<file path="src/rtl/slave_fifo_tx_arbiter_if.sv">
// ----------------------------------------------------------------------------
// slave_fifo_tx_arbiter_if
//
// Merged transmit stream between the channel arbiter and the Slave FIFO
// read/write controller. The arbiter side looks like one show-ahead FIFO.
//
// Signals:
//   mux_rdrq   read request from the controller
//   mux_empty  merged empty flag (high whenever no word may be taken)
//   mux_q      merged show-ahead data word
//
// Modports:
//   master  arbiter side (sources empty/q, sinks rdrq)
//   slave   controller side (sources rdrq, sinks empty/q)
// ----------------------------------------------------------------------------
interface slave_fifo_tx_arbiter_if #(
    parameter int DW = 16
);
    logic          mux_rdrq;
    logic          mux_empty;
    logic [DW-1:0] mux_q;

    modport master (
        input  mux_rdrq,
        output mux_empty,
        output mux_q
    );

    modport slave (
        output mux_rdrq,
        input  mux_empty,
        input  mux_q
    );
endinterface

</file>
<file path="src/rtl/slave_fifo_tx_arbiter.sv">
// ----------------------------------------------------------------------------
// slave_fifo_tx_arbiter
//
// Shares the single Slave FIFO write path (EP6 direction) between N_CH local
// transmit channels. A channel raises ch_req once a complete message sits in
// its local show-ahead FIFO. The arbiter grants one channel round-robin,
// presents that FIFO as a single merged empty/q/rdrq stream, and keeps the
// grant until exactly one message length of words has been read, then pulses
// msg_done.
//
// Ports:
//   CLK            system clock
//   RST            asynchronous active-low reset
//   ch_req         per-channel "complete message ready"
//   ch_len         per-channel message length in words, 0 means 2^LEN_W
//   ch_empty       per-channel local FIFO empty flag
//   ch_q           per-channel local FIFO show-ahead data
//   ch_rdrq        per-channel local FIFO read request
//   hold           blocks new grants while the controller reads from host
//   mux            merged stream towards the Slave FIFO controller
//   grant          registered one-hot grant
//   grant_valid    a message transfer is in progress
//   msg_done       one-cycle pulse after the final word of a message
//   msg_abort      one-cycle pulse when the watchdog abandons a message
//                  (only with SLAVE_FIFO_TX_WATCHDOG_EN)
//   state_monitor  current FSM state
//
// Build option:
//   SLAVE_FIFO_TX_WATCHDOG_EN  adds a TO_W-bit stall watchdog, the ABORT
//                              state and the msg_abort output. Without it a
//                              stalled channel is waited on indefinitely.
// ----------------------------------------------------------------------------
module slave_fifo_tx_arbiter #(
    parameter int N_CH  = 4,
    parameter int DW    = 16,
    parameter int LEN_W = 8,
    parameter int TO_W  = 12
) (
    input  logic                    CLK,
    input  logic                    RST,
    input  logic [N_CH-1:0]         ch_req,
    input  logic [N_CH*LEN_W-1:0]   ch_len,
    input  logic [N_CH-1:0]         ch_empty,
    input  logic [N_CH*DW-1:0]      ch_q,
    output logic [N_CH-1:0]         ch_rdrq,
    input  logic                    hold,
    slave_fifo_tx_arbiter_if.master mux,
    output logic [N_CH-1:0]         grant,
    output logic                    grant_valid,
    output logic                    msg_done,
`ifdef SLAVE_FIFO_TX_WATCHDOG_EN
    output logic                    msg_abort,
`endif
    output logic [2:0]              state_monitor
);

    localparam int PW = (N_CH > 1) ? $clog2(N_CH) : 1;
    // One extra bit so a zero length field can load 2^LEN_W.
    localparam int CW = LEN_W + 1;

    localparam logic [2:0] ST_IDLE  = 3'd0;
    localparam logic [2:0] ST_ARB   = 3'd1;
    localparam logic [2:0] ST_XFER  = 3'd2;
    localparam logic [2:0] ST_DONE  = 3'd3;
`ifdef SLAVE_FIFO_TX_WATCHDOG_EN
    localparam logic [2:0] ST_ABORT = 3'd4;
`endif

    // Elaboration-time guard against unsupported configurations.
    if (N_CH < 2 || N_CH > 8 || DW < 1 || LEN_W < 1 || TO_W < 2) begin : g_bad_params
        $error("slave_fifo_tx_arbiter: parameter out of supported range");
    end

    logic [2:0]      state_q, state_d;
    logic [N_CH-1:0] grant_q, grant_d;
    logic            grant_valid_q, grant_valid_d;
    logic            msg_done_q, msg_done_d;
    logic [PW-1:0]   ptr_q, ptr_d;
    logic [PW-1:0]   gidx_q, gidx_d;
    logic [CW-1:0]   cnt_q, cnt_d;
`ifdef SLAVE_FIFO_TX_WATCHDOG_EN
    logic [TO_W-1:0] wdog_q, wdog_d;
    logic            msg_abort_q, msg_abort_d;
`endif

    logic [LEN_W-1:0] len_arr  [N_CH];
    logic [DW-1:0]    q_arr    [N_CH];
    logic [PW-1:0]    cand_idx [N_CH];
    logic             win_found;
    logic [PW-1:0]    win_idx;
    logic             in_xfer;
    logic             accept;
    logic [CW-1:0]    len_load;

    // Unpack the flat channel buses, build the rotated search order and
    // steer the read request to the granted channel only.
    genvar gi;
    for (gi = 0; gi < N_CH; gi++) begin : g_ch
        assign len_arr[gi]  = ch_len[gi*LEN_W +: LEN_W];
        assign q_arr[gi]    = ch_q[gi*DW +: DW];
        // Candidate gi is pointer+gi+1 (mod N_CH): the channel that finished
        // last is examined last, which gives it lowest priority.
        assign cand_idx[gi] = PW'((int'(ptr_q) + gi + 1) % N_CH);
        assign ch_rdrq[gi]  = accept && (gidx_q == PW'(gi));
    end

    always_comb begin
        win_found = 1'b0;
        win_idx   = '0;
        for (int k = 0; k < N_CH; k++) begin
            if (!win_found && ch_req[cand_idx[k]]) begin
                win_found = 1'b1;
                win_idx   = cand_idx[k];
            end
        end
    end

    assign len_load = (len_arr[win_idx] == '0) ? (CW'(1) << LEN_W)
                                               : {1'b0, len_arr[win_idx]};

    // The merged stream is only live in XFER; a zero counter also forces
    // empty so a message can never be over-read.
    assign in_xfer        = (state_q == ST_XFER);
    assign mux.mux_empty  = !in_xfer || ch_empty[gidx_q] || (cnt_q == '0);
    assign mux.mux_q      = in_xfer ? q_arr[gidx_q] : '0;
    assign accept         = mux.mux_rdrq && !mux.mux_empty;

    always_comb begin
        state_d       = state_q;
        grant_d       = grant_q;
        grant_valid_d = grant_valid_q;
        ptr_d         = ptr_q;
        gidx_d        = gidx_q;
        cnt_d         = cnt_q;
        msg_done_d    = 1'b0;
`ifdef SLAVE_FIFO_TX_WATCHDOG_EN
        wdog_d        = wdog_q;
        msg_abort_d   = 1'b0;
`endif
        case (state_q)
            ST_IDLE: begin
                if (!hold && (ch_req != '0)) begin
                    state_d = ST_ARB;
                end
            end
            ST_ARB: begin
                // Requests may have vanished since IDLE; then give up quietly.
                if (win_found) begin
                    grant_d       = {{(N_CH-1){1'b0}}, 1'b1} << win_idx;
                    grant_valid_d = 1'b1;
                    gidx_d        = win_idx;
                    cnt_d         = len_load;
`ifdef SLAVE_FIFO_TX_WATCHDOG_EN
                    wdog_d        = '0;
`endif
                    state_d       = ST_XFER;
                end else begin
                    state_d = ST_IDLE;
                end
            end
            ST_XFER: begin
                // hold and ch_req are deliberately ignored here.
                if (accept) begin
                    cnt_d = cnt_q - CW'(1);
`ifdef SLAVE_FIFO_TX_WATCHDOG_EN
                    wdog_d = '0;
`endif
                    if (cnt_q == CW'(1)) begin
                        state_d = ST_DONE;
                    end
                end
`ifdef SLAVE_FIFO_TX_WATCHDOG_EN
                else if (wdog_q == '1) begin
                    state_d = ST_ABORT;
                end else begin
                    wdog_d = wdog_q + TO_W'(1);
                end
`endif
            end
            ST_DONE: begin
                msg_done_d    = 1'b1;
                grant_d       = '0;
                grant_valid_d = 1'b0;
                ptr_d         = gidx_q;
                state_d       = ST_IDLE;
            end
`ifdef SLAVE_FIFO_TX_WATCHDOG_EN
            ST_ABORT: begin
                msg_abort_d   = 1'b1;
                grant_d       = '0;
                grant_valid_d = 1'b0;
                ptr_d         = gidx_q;
                state_d       = ST_IDLE;
            end
`endif
            default: begin
                grant_d       = '0;
                grant_valid_d = 1'b0;
                state_d       = ST_IDLE;
            end
        endcase
    end

    always_ff @(posedge CLK or negedge RST) begin
        if (!RST) begin
            state_q       <= ST_IDLE;
            grant_q       <= '0;
            grant_valid_q <= 1'b0;
            msg_done_q    <= 1'b0;
            ptr_q         <= PW'(N_CH - 1);
            gidx_q        <= '0;
            cnt_q         <= '0;
`ifdef SLAVE_FIFO_TX_WATCHDOG_EN
            wdog_q        <= '0;
            msg_abort_q   <= 1'b0;
`endif
        end else begin
            state_q       <= state_d;
            grant_q       <= grant_d;
            grant_valid_q <= grant_valid_d;
            msg_done_q    <= msg_done_d;
            ptr_q         <= ptr_d;
            gidx_q        <= gidx_d;
            cnt_q         <= cnt_d;
`ifdef SLAVE_FIFO_TX_WATCHDOG_EN
            wdog_q        <= wdog_d;
            msg_abort_q   <= msg_abort_d;
`endif
        end
    end

    assign grant         = grant_q;
    assign grant_valid   = grant_valid_q;
    assign msg_done      = msg_done_q;
    assign state_monitor = state_q;
`ifdef SLAVE_FIFO_TX_WATCHDOG_EN
    assign msg_abort     = msg_abort_q;
`endif

endmodule

</file>
<file path="src/flat_wrapper.sv">
// flat-port wrapper written by rule: the top's interface ports become plain ports
module slave_fifo_tx_arbiter_flat 
#(
    parameter int N_CH  = 4,
    parameter int DW    = 16,
    parameter int LEN_W = 8,
    parameter int TO_W  = 12
)
  (CLK, RST, ch_req, ch_len, ch_empty, ch_q, ch_rdrq, hold, grant, grant_valid, msg_done, state_monitor, mux_mux_rdrq, mux_mux_empty, mux_mux_q);
  slave_fifo_tx_arbiter_if #(.DW(DW)) mux_i ();
  input  logic CLK;
  input  logic RST;
  input  logic [N_CH-1:0] ch_req;
  input  logic [N_CH*LEN_W-1:0] ch_len;
  input  logic [N_CH-1:0] ch_empty;
  input  logic [N_CH*DW-1:0] ch_q;
  output logic [N_CH-1:0] ch_rdrq;
  input  logic hold;
  output logic [N_CH-1:0] grant;
  output logic grant_valid;
  output logic msg_done;
  output logic [2:0] state_monitor;
  input wire logic [$bits(mux_i.mux_rdrq)-1:0] mux_mux_rdrq;
  output wire logic [$bits(mux_i.mux_empty)-1:0] mux_mux_empty;
  output wire logic [$bits(mux_i.mux_q)-1:0] mux_mux_q;
  assign mux_i.mux_rdrq = mux_mux_rdrq;
  assign mux_mux_empty = mux_i.mux_empty;
  assign mux_mux_q = mux_i.mux_q;
  slave_fifo_tx_arbiter #(.N_CH(N_CH), .DW(DW), .LEN_W(LEN_W), .TO_W(TO_W)) u_core (.CLK(CLK), .RST(RST), .ch_req(ch_req), .ch_len(ch_len), .ch_empty(ch_empty), .ch_q(ch_q), .ch_rdrq(ch_rdrq), .hold(hold), .mux(mux_i), .grant(grant), .grant_valid(grant_valid), .msg_done(msg_done), .state_monitor(state_monitor));
endmodule
</file>
<file path="config.mk">
export PLATFORM = sky130hd
export DESIGN_NAME = slave_fifo_tx_arbiter_flat
export DESIGN_NICKNAME = d
export VERILOG_FILES = /design/src/rtl/slave_fifo_tx_arbiter_if.sv /design/src/rtl/slave_fifo_tx_arbiter.sv /design/src/flat_wrapper.sv
export SDC_FILE = /design/constraint.sdc
export NUM_CORES = 1
export LEC_CHECK = 0
export CAP_MARGIN = 25
export CORE_MARGIN = 10
export CORE_UTILIZATION = 37
export DETAILED_ROUTE_END_ITERATION = 6
export PLACE_DENSITY = 0.86
export REMOVE_ABC_BUFFERS = 1
export SLEW_MARGIN = 25
export SYNTH_ARGS = -nofsm -noshare
export SYNTH_HDL_FRONTEND = slang
export SYNTH_SLANG_ARGS = --single-unit
</file>
<file path="constraint.sdc">
create_clock -name CLK -period 2.45 [get_ports CLK]
set_clock_uncertainty 0.05 [all_clocks]
set_input_delay 0.3675 -clock CLK [delete_from_list [all_inputs] [get_ports CLK]]
set_output_delay 0.3675 -clock CLK [all_outputs]
set_load 0.05 [all_outputs]
</file>
==> flow_summary_export.csv <==
group,metric,value,unit
run_status,status,"finished with violations",
run_status,violations,"setup timing",
synthesis,synth_cells,219,
power_and_ir_drop,p_leak,1.62,nW
clock_network,cts_tree,"yes",
synthesis,syn_area,2120,µm²
clock_network,clockBufferDepth,2,
sta,worstMarginPinSlew,0.548,ns
sta,final.setup.tns,-0.0446,ns
placed_design,dp_cells,436,
die,dieWidth,95.6,µm
job,cap_viol_max_count,0,
worst_setup_path,cp.arrival,2.06,ns
cells_and_area,fillCellCount,439,
placed_design,port_buffers,136,
clock_network,clk_pin_slew_worst_paths,0.08,ns
cells_and_area,final_area,3770,µm²
cells_and_area,final_cells,444,
sta,setup_viol,2,
route,first_pass_iters,4,
clock_network,numCtsBuffers,3,
grt,grt_pass1_vias,2546,
sta,finalHoldViolations,0,
placed_design,place_area,3680,µm²
worst_setup_path,slowest_delay,0.54,ns
grt,grt_max_degree,23,
worst_setup_path,crit_required,2.03,ns
sta,setup_slack,-0.0310,ns
worst_setup_path,crit_family,"multiplexers",
placed_design,gp_congestion,0.891,
die,die_area,9150,µm²
sta,post-route-period-util,101,%
sta,min_period,2.48,ns
power_and_ir_drop,peakVddDrop,499,µV
clock_network,root_buffer,"clkbuf_8",
synthesis,synth-edff-count,0,
clock_network,cts_sinks,21,
cells_and_area,area_growth,78.2,%
worst_setup_path,cp_slowest_cell,"mux4_2",
worst_setup_path,worst-path-max-fanout,5,
grt,grt_pass1_wl,12.9,mm
worst_setup_path,path_class,"flip-flop to output port",
sta,max_freq,403,MHz
min_path,min_path_type,"input pin to async pin",
worst_setup_path,end_kind,"output port",
worst_setup_path,worst_setup_path_start_kind,"flip-flop",
clock_network,htreeDepth,1,
die,initial_utilization,38.2,%
die,row_count,27,
worst_setup_path,r2r_setup_slack,0.19,ns
synthesis,synth_seq_cells,21,
worst_setup_path,path_cells,"mux4_2 -> a311oi_2 -> and2_4 -> nor3b_2 -> buf_4 -> buf_12",
synthesis,synth_top_flop_cell,"dfrtp_1",
power_and_ir_drop,power_density,1070,nW/µm²
route,dr_total_vias,2373,
route,antenna_left,0,
die,fp.dieH,95.6,µm
sta,grt_setup_unrepaired,"yes",
sta,finalMaxSlewViolations,0,
sta,maxSlewHeadroom,63.3,%
synthesis,ys_async_sr_fraction,100,%
grt,gr-total-overflow,0,
die,core,5540,µm²
route,wire_per_inst,18.9,µm
route,finalWirelength,8.41,mm
grt,antenna_found_initial,0,
route,routed_via_density,5.34,
route,drtIter0Drc,137,
synthesis,synth-seq-area-share,24.9,%
grt,grt_use_total,17.8,%
synthesis,ys_warn_count,0,
synthesis,avgSynthCellArea,9.67,µm²
worst_setup_path,cp_num_buf_inv,2,
cells_and_area,antennaDiodeCount,0,
cells_and_area,fin_nets,488,
power_and_ir_drop,p_total,4.03,mW
clock_network,clock_latency,0.26,ns
route,post-route-drc-count,0,
die,io_pins,138,
cells_and_area,final_layout_size_suffix_gt1_share,22.8,%
synthesis,yosysUniqueCellTypes,47,
placed_design,dp_hpwl,7.12,mm
==> metal layers <==
| metal | GRT usage, % | vias to the layer above | part of all wire, % |
|---|---|---|---|
| met3 | 6.68 | 7 | 12 |
| met1 | 21.1 | 1109 | 41 |
| li1 | - | 1124 | - |
| met4 | 4.05 | 0 | 1.0 |
| met5 | 0 | - | 0 |
| met2 | 30.0 | 133 | 46 |
==> layout make-up <==
cell class | count | area, µm² | share of cell area, %
timing repair buffer | 164 | 1580 | 41.8
multi-input combinational | 173 | 1490 | 39.6
sequential | 21 | 528 | 14.0
tap | 72 | 90.1 | 2.39
clock buffer | 3 | 41.3 | 1.09
inverter | 10 | 37.5 | 0.995
clock inverter | 1 | 5.00 | 0.133
==> cells in the mapped netlist, drive strengths merged, types with 2 or more instances <==
cell    instances  area [µm²]
a31oi           2        12.5
dfstp           2        52.6
ha              7        87.6
o211ai          2        15.0
nand2          21        78.8
inv            10        37.5
and2           18         113
o22ai           7        43.8
a22o            5        43.8
nor4            4        46.3
nand3           3        20.0
o21a            2        15.0
a21oi          12        63.8
clkbuf          7        26.3
nor2           14        52.6
dfrtp          19         475
o21ai           9        45.0
mux4           17         383
mux2i          29         290
buf             8        47.5
nor3b           2        15.0
==> worst reg2reg max path, delay by kind of cell, from the launching register on <==
family                 cells  cell delay (ns)
AO/OA/AOI/OAI              2             0.27
buffers and inverters      3             0.47
AND/OR/NAND/NOR            3             0.43
flip-flops                 1             0.39
multiplexers               1             0.54
==> through the flow <==
stage / setup WS, ns / hold slack (ns) / utilization (%)
floorplan: -1.31 / 0.0219 / -
global placement: -0.147 / 0.432 / 66.5
detailed placement: -0.196 / 0.467 / 66.5
CTS: -0.0747 / 0.399 / 67.7
global route: -0.148 / 0.422 / 68.1
finish: -0.0310 / 0.389 / 68.1
==> placed cells by master, fill, tap and decap left out, types with 2 or more instances in the layout <==
| cell | instances |
|---|---|
| clkdlybuf4s50_1 | 111 |
| buf_4 | 44 |
| mux2i_1 | 29 |
| nand2_1 | 21 |
| dfrtp_1 | 19 |
| mux4_2 | 17 |
| and2_1 | 17 |
| nor2_1 | 13 |
| a21oi_1 | 11 |
| inv_1 | 10 |
| o21ai_0 | 9 |
| o22ai_1 | 7 |
| ha_1 | 7 |
| a22o_1 | 5 |
| buf_12 | 5 |
| dlygate4sd2_1 | 4 |
| clkbuf_8 | 3 |
| nor4_1 | 2 |
| nor3b_2 | 2 |
| nand3_1 | 2 |
| a31oi_1 | 2 |
| o211ai_1 | 2 |
| o21a_1 | 2 |
| dfstp_2 | 2 |
==> worst paths after layout <==
check,from,end,depth (start not counted)
max reg2reg,u_core.gidx_q[0],u_core.cnt_q[8],9
max,u_core.gidx_q[0],ch_rdrq[0],6
min in group CLK,u_core.grant_valid,u_core.grant_valid,1
min reg2reg,u_core.grant_valid,u_core.grant_valid,1
min,RST,u_core.grant[3],2
max in group asynchronous,RST,u_core.ptr_q[1],2
==> where the power goes <==
part	internal (mW)	total (mW)	switching, mW	leakage [nW]
Sequential	0.521	0.718	0.197	0.254
Clock	0.114	0.232	0.118	0.0255
Combinational	1.35	3.08	1.73	1.34
==> cells by family after synthesis <==
kind of cell,after synthesis,synth area share [%]
other,1,0.177
muxes,47,32.3
adders and majority gates,7,4.14
buffers and inverters,25,5.26
DFF,21,24.9
and+or+nand+nor,70,18.0
AOI/OAI and AO/OA,48,15.2
==> flip-flops by register name, summed over array words and instances, names as in the netlist <==
register and flops:
u_core.cnt_q 9, u_core.gidx_q 2, u_core.grant 4, u_core.grant_valid 1
u_core.msg_done 1, u_core.ptr_q 2, u_core.state_monitor 2
==> timing repair <==
| action | 4_1_cts | 5_1_grt |
|---|---|---|
| setup endpoints to repair | 4 | 21 |
| pin swaps | 2 | 1 |
| cloned | 0 | 0 |
| gates resized for setup | 8 | 1 |
| buffers inserted | 2 | 2 |
| hold buffers | 0 | 0 |
Power figures use the tool's default switching activity.
==> edit, RTL diff (config.mk and constraints unchanged) <==
`DW` is set to 16 in 3 places; all go to 20.
--- a/src/rtl/slave_fifo_tx_arbiter_if.sv
+++ b/src/rtl/slave_fifo_tx_arbiter_if.sv
@@ -15,5 +15,5 @@
 // ----------------------------------------------------------------------------
 interface slave_fifo_tx_arbiter_if #(
-    parameter int DW = 16
+    parameter int DW = 20
 );
     logic          mux_rdrq;
--- a/src/rtl/slave_fifo_tx_arbiter.sv
+++ b/src/rtl/slave_fifo_tx_arbiter.sv
@@ -33,5 +33,5 @@
 module slave_fifo_tx_arbiter #(
     parameter int N_CH  = 4,
-    parameter int DW    = 16,
+    parameter int DW    = 20,
     parameter int LEN_W = 8,
     parameter int TO_W  = 12
--- a/src/flat_wrapper.sv
+++ b/src/flat_wrapper.sv
@@ -3,5 +3,5 @@
 #(
     parameter int N_CH  = 4,
-    parameter int DW    = 16,
+    parameter int DW    = 20,
     parameter int LEN_W = 8,
     parameter int TO_W  = 12
Ports: changed (resized ch_q and mux_mux_q); port bits go from 138 to 158. The function was not compared with the original's and may differ.
==> edit against the unedited design <==
Synthesized area up 7.3%. First-iteration DRC count is 41% lower. Power increased by 14%. Worst setup slack gained 50 ps. Sequential share of layout area decreased by 1.2 points. Combinational power is 18% higher. Sequential cell count stayed put. Critical path depth grew 1. Final area is 9.7% higher. Routed wire length rose by 14%. Largest cell class unchanged. Highest routed layer is now met5.
==> edit: results (changes against the unedited design) <==
metric,value,unit,change
run status,"complete, no violations",,
max reg flops,9,,unchanged
WL/cell,20.2,um,+6.5%
Int Pwr,2.24,mW,+13%
asr flop ratio synth,1.00,,unchanged
Final Hold Vio Count,0,,unchanged
PostCTS Resize Cnt,2,,-6
reg2reg path depth,11,,+2
worst-skew pair later-pin latency,260,ps,about the same
sequential share of the synthesized area,0.232,,-0.0170
share of cells above drive strength 1,0.247,,+0.0184
Clock Pin Slew Worst Setup and Hold Paths,80,ps,about the same
CP max stage cell,mux4_2,,
max-capacitance violation count,0,,unchanged
Post-Synth Adder-Cell Area,0.0385,,-0.00282
Worst Path Arrival,2010,ps,-50 ps
setup repair bufs after CTS,1,,-1
"Max FO, Critical Path",4,,-1
H-tree levels,1,,unchanged
Post-Place Cell Area,4060,um2,+10%
"top cells by count, synth","and2_1 (22), mux4_2 (21), dfrtp_1 (19), mux2i_1 (18), nand2_1 (17)",,
root buffer cell,clkbuf_8,,
largest net degree at the start of global routing,26,,+13%
register-to-register setup slack,100,ps,-90 ps
fill count,458,,+4.3%
global-route wire length before repair,14600,um,+13%
"slowest stage delay, CP",490,ps,-50 ps
Final GP Congestion,0.916,,+2.8%
vias in the first global route,2684,,+5.4%
Worst Tran Pin Value,527,ps,-21.5 ps
total number of vias,2574,,+8.5%
worst reg2reg path endpoint,u_core.state_monitor[1],,
All-Layer GR Usage,0.184,,+0.00600
VDD IR-drop max,586,uV,+17%
cell family with most CP delay,buffers and inverters,,
Yosys cell types,48,,+2.1%
Synth Area in XOR/XNOR,0,,unchanged
ys flop type,dfrtp_1,,
clock buffer depth,2,,unchanged
Ys Warns,0,,unchanged
Biggest register,u_core.cnt_q,,
Place WS,-117,ps,+78.5 ps
largest cells by area after synthesis,"dfrtp_1 (21%), mux4_2 (21%), mux2i_1 (7.9%), and2_1 (6.1%), mux2_2 (4.0%)",,
complex-gate fraction of the synthesized area,0.146,,-0.00597
Final Net Count,533,,+9.2%
reg2reg start,u_core.cnt_q[0],,
Antenna Cells,0,,unchanged
port bufs,156,,+15%
CP Launch Point,ch_empty[0],,
cell leakage power,1.72,nW,+6.4%
DPL Wire Length,8230,um,+16%
post-synthesis mux area share,0.337,,+0.0137
Iter 0 DRT Violations,81,,-41%
initial antenna violation count,1,,+1
Detailed Routing Iterations Pass 1,4,,unchanged
Hold WC Path Type,input port to async pin,,
CTS Buf Count,3,,unchanged
[edit: power by group through the flow]
stage / combinational (mW) / sequential (mW) / clock [mW]
2_1_floorplan: 2.06 / 0.989 / 0
3_3_place_gp: 3.53 / 0.718 / 0
3_5_place_dp: 3.61 / 0.728 / 0
4_1_cts: 3.64 / 0.727 / 0.231
5_1_grt: 3.87 / 0.757 / 0.243
6_report: 3.62 / 0.728 / 0.231
[edit: cell type report]
| cell class | count | area, um2 | share of cell area |
|---|---|---|---|
| repair buffers | 183 | 1780 | 0.430 |
| flip-flops and latches | 21 | 529 | 0.128 |
| clock buffers | 3 | 41.3 | 0.00998 |
| inverters | 8 | 30.0 | 0.00726 |
| clock inverters | 1 | 5.00 | 0.00121 |
| well taps | 75 | 93.8 | 0.0227 |
| multi-input cells | 185 | 1660 | 0.401 |
[edit: worst max-delay path by stage]
stage | cells after the start | to | slack, ps
2_1_floorplan | 4 | ch_rdrq[0] | -1130
3_3_place_gp | 8 | u_core.cnt_q[7] | -40
3_5_place_dp | 9 | u_core.cnt_q[1] | -120
4_1_cts | 7 | ch_rdrq[2] | 10
5_1_grt | 7 | ch_rdrq[0] | -80
6_report | 7 | ch_rdrq[2] | 20
[edit: metal layers]
layer | vias to the layer above | part of all wire | global-route usage
met4 | 2 | 0.021 | 0.0441
li1 | 1210 | - | -
met2 | 145 | 0.49 | 0.329
met1 | 1202 | 0.39 | 0.204
met3 | 15 | 0.10 | 0.0627
met5 | - | 0.0013 | 0
[edit: stage by stage]
step | std cells | util | setup TNS (ps) | hold slack (ps)
after floorplan | 214 | - | -8250 | 21.9
after global placement | 471 | 0.681 | -118 | 423
after detailed placement | 471 | 0.681 | -625 | 425
after CTS | 476 | 0.691 | 0 | 401
after global routing | 476 | 0.695 | -162 | 417
final | 476 | 0.695 | 0 | 385
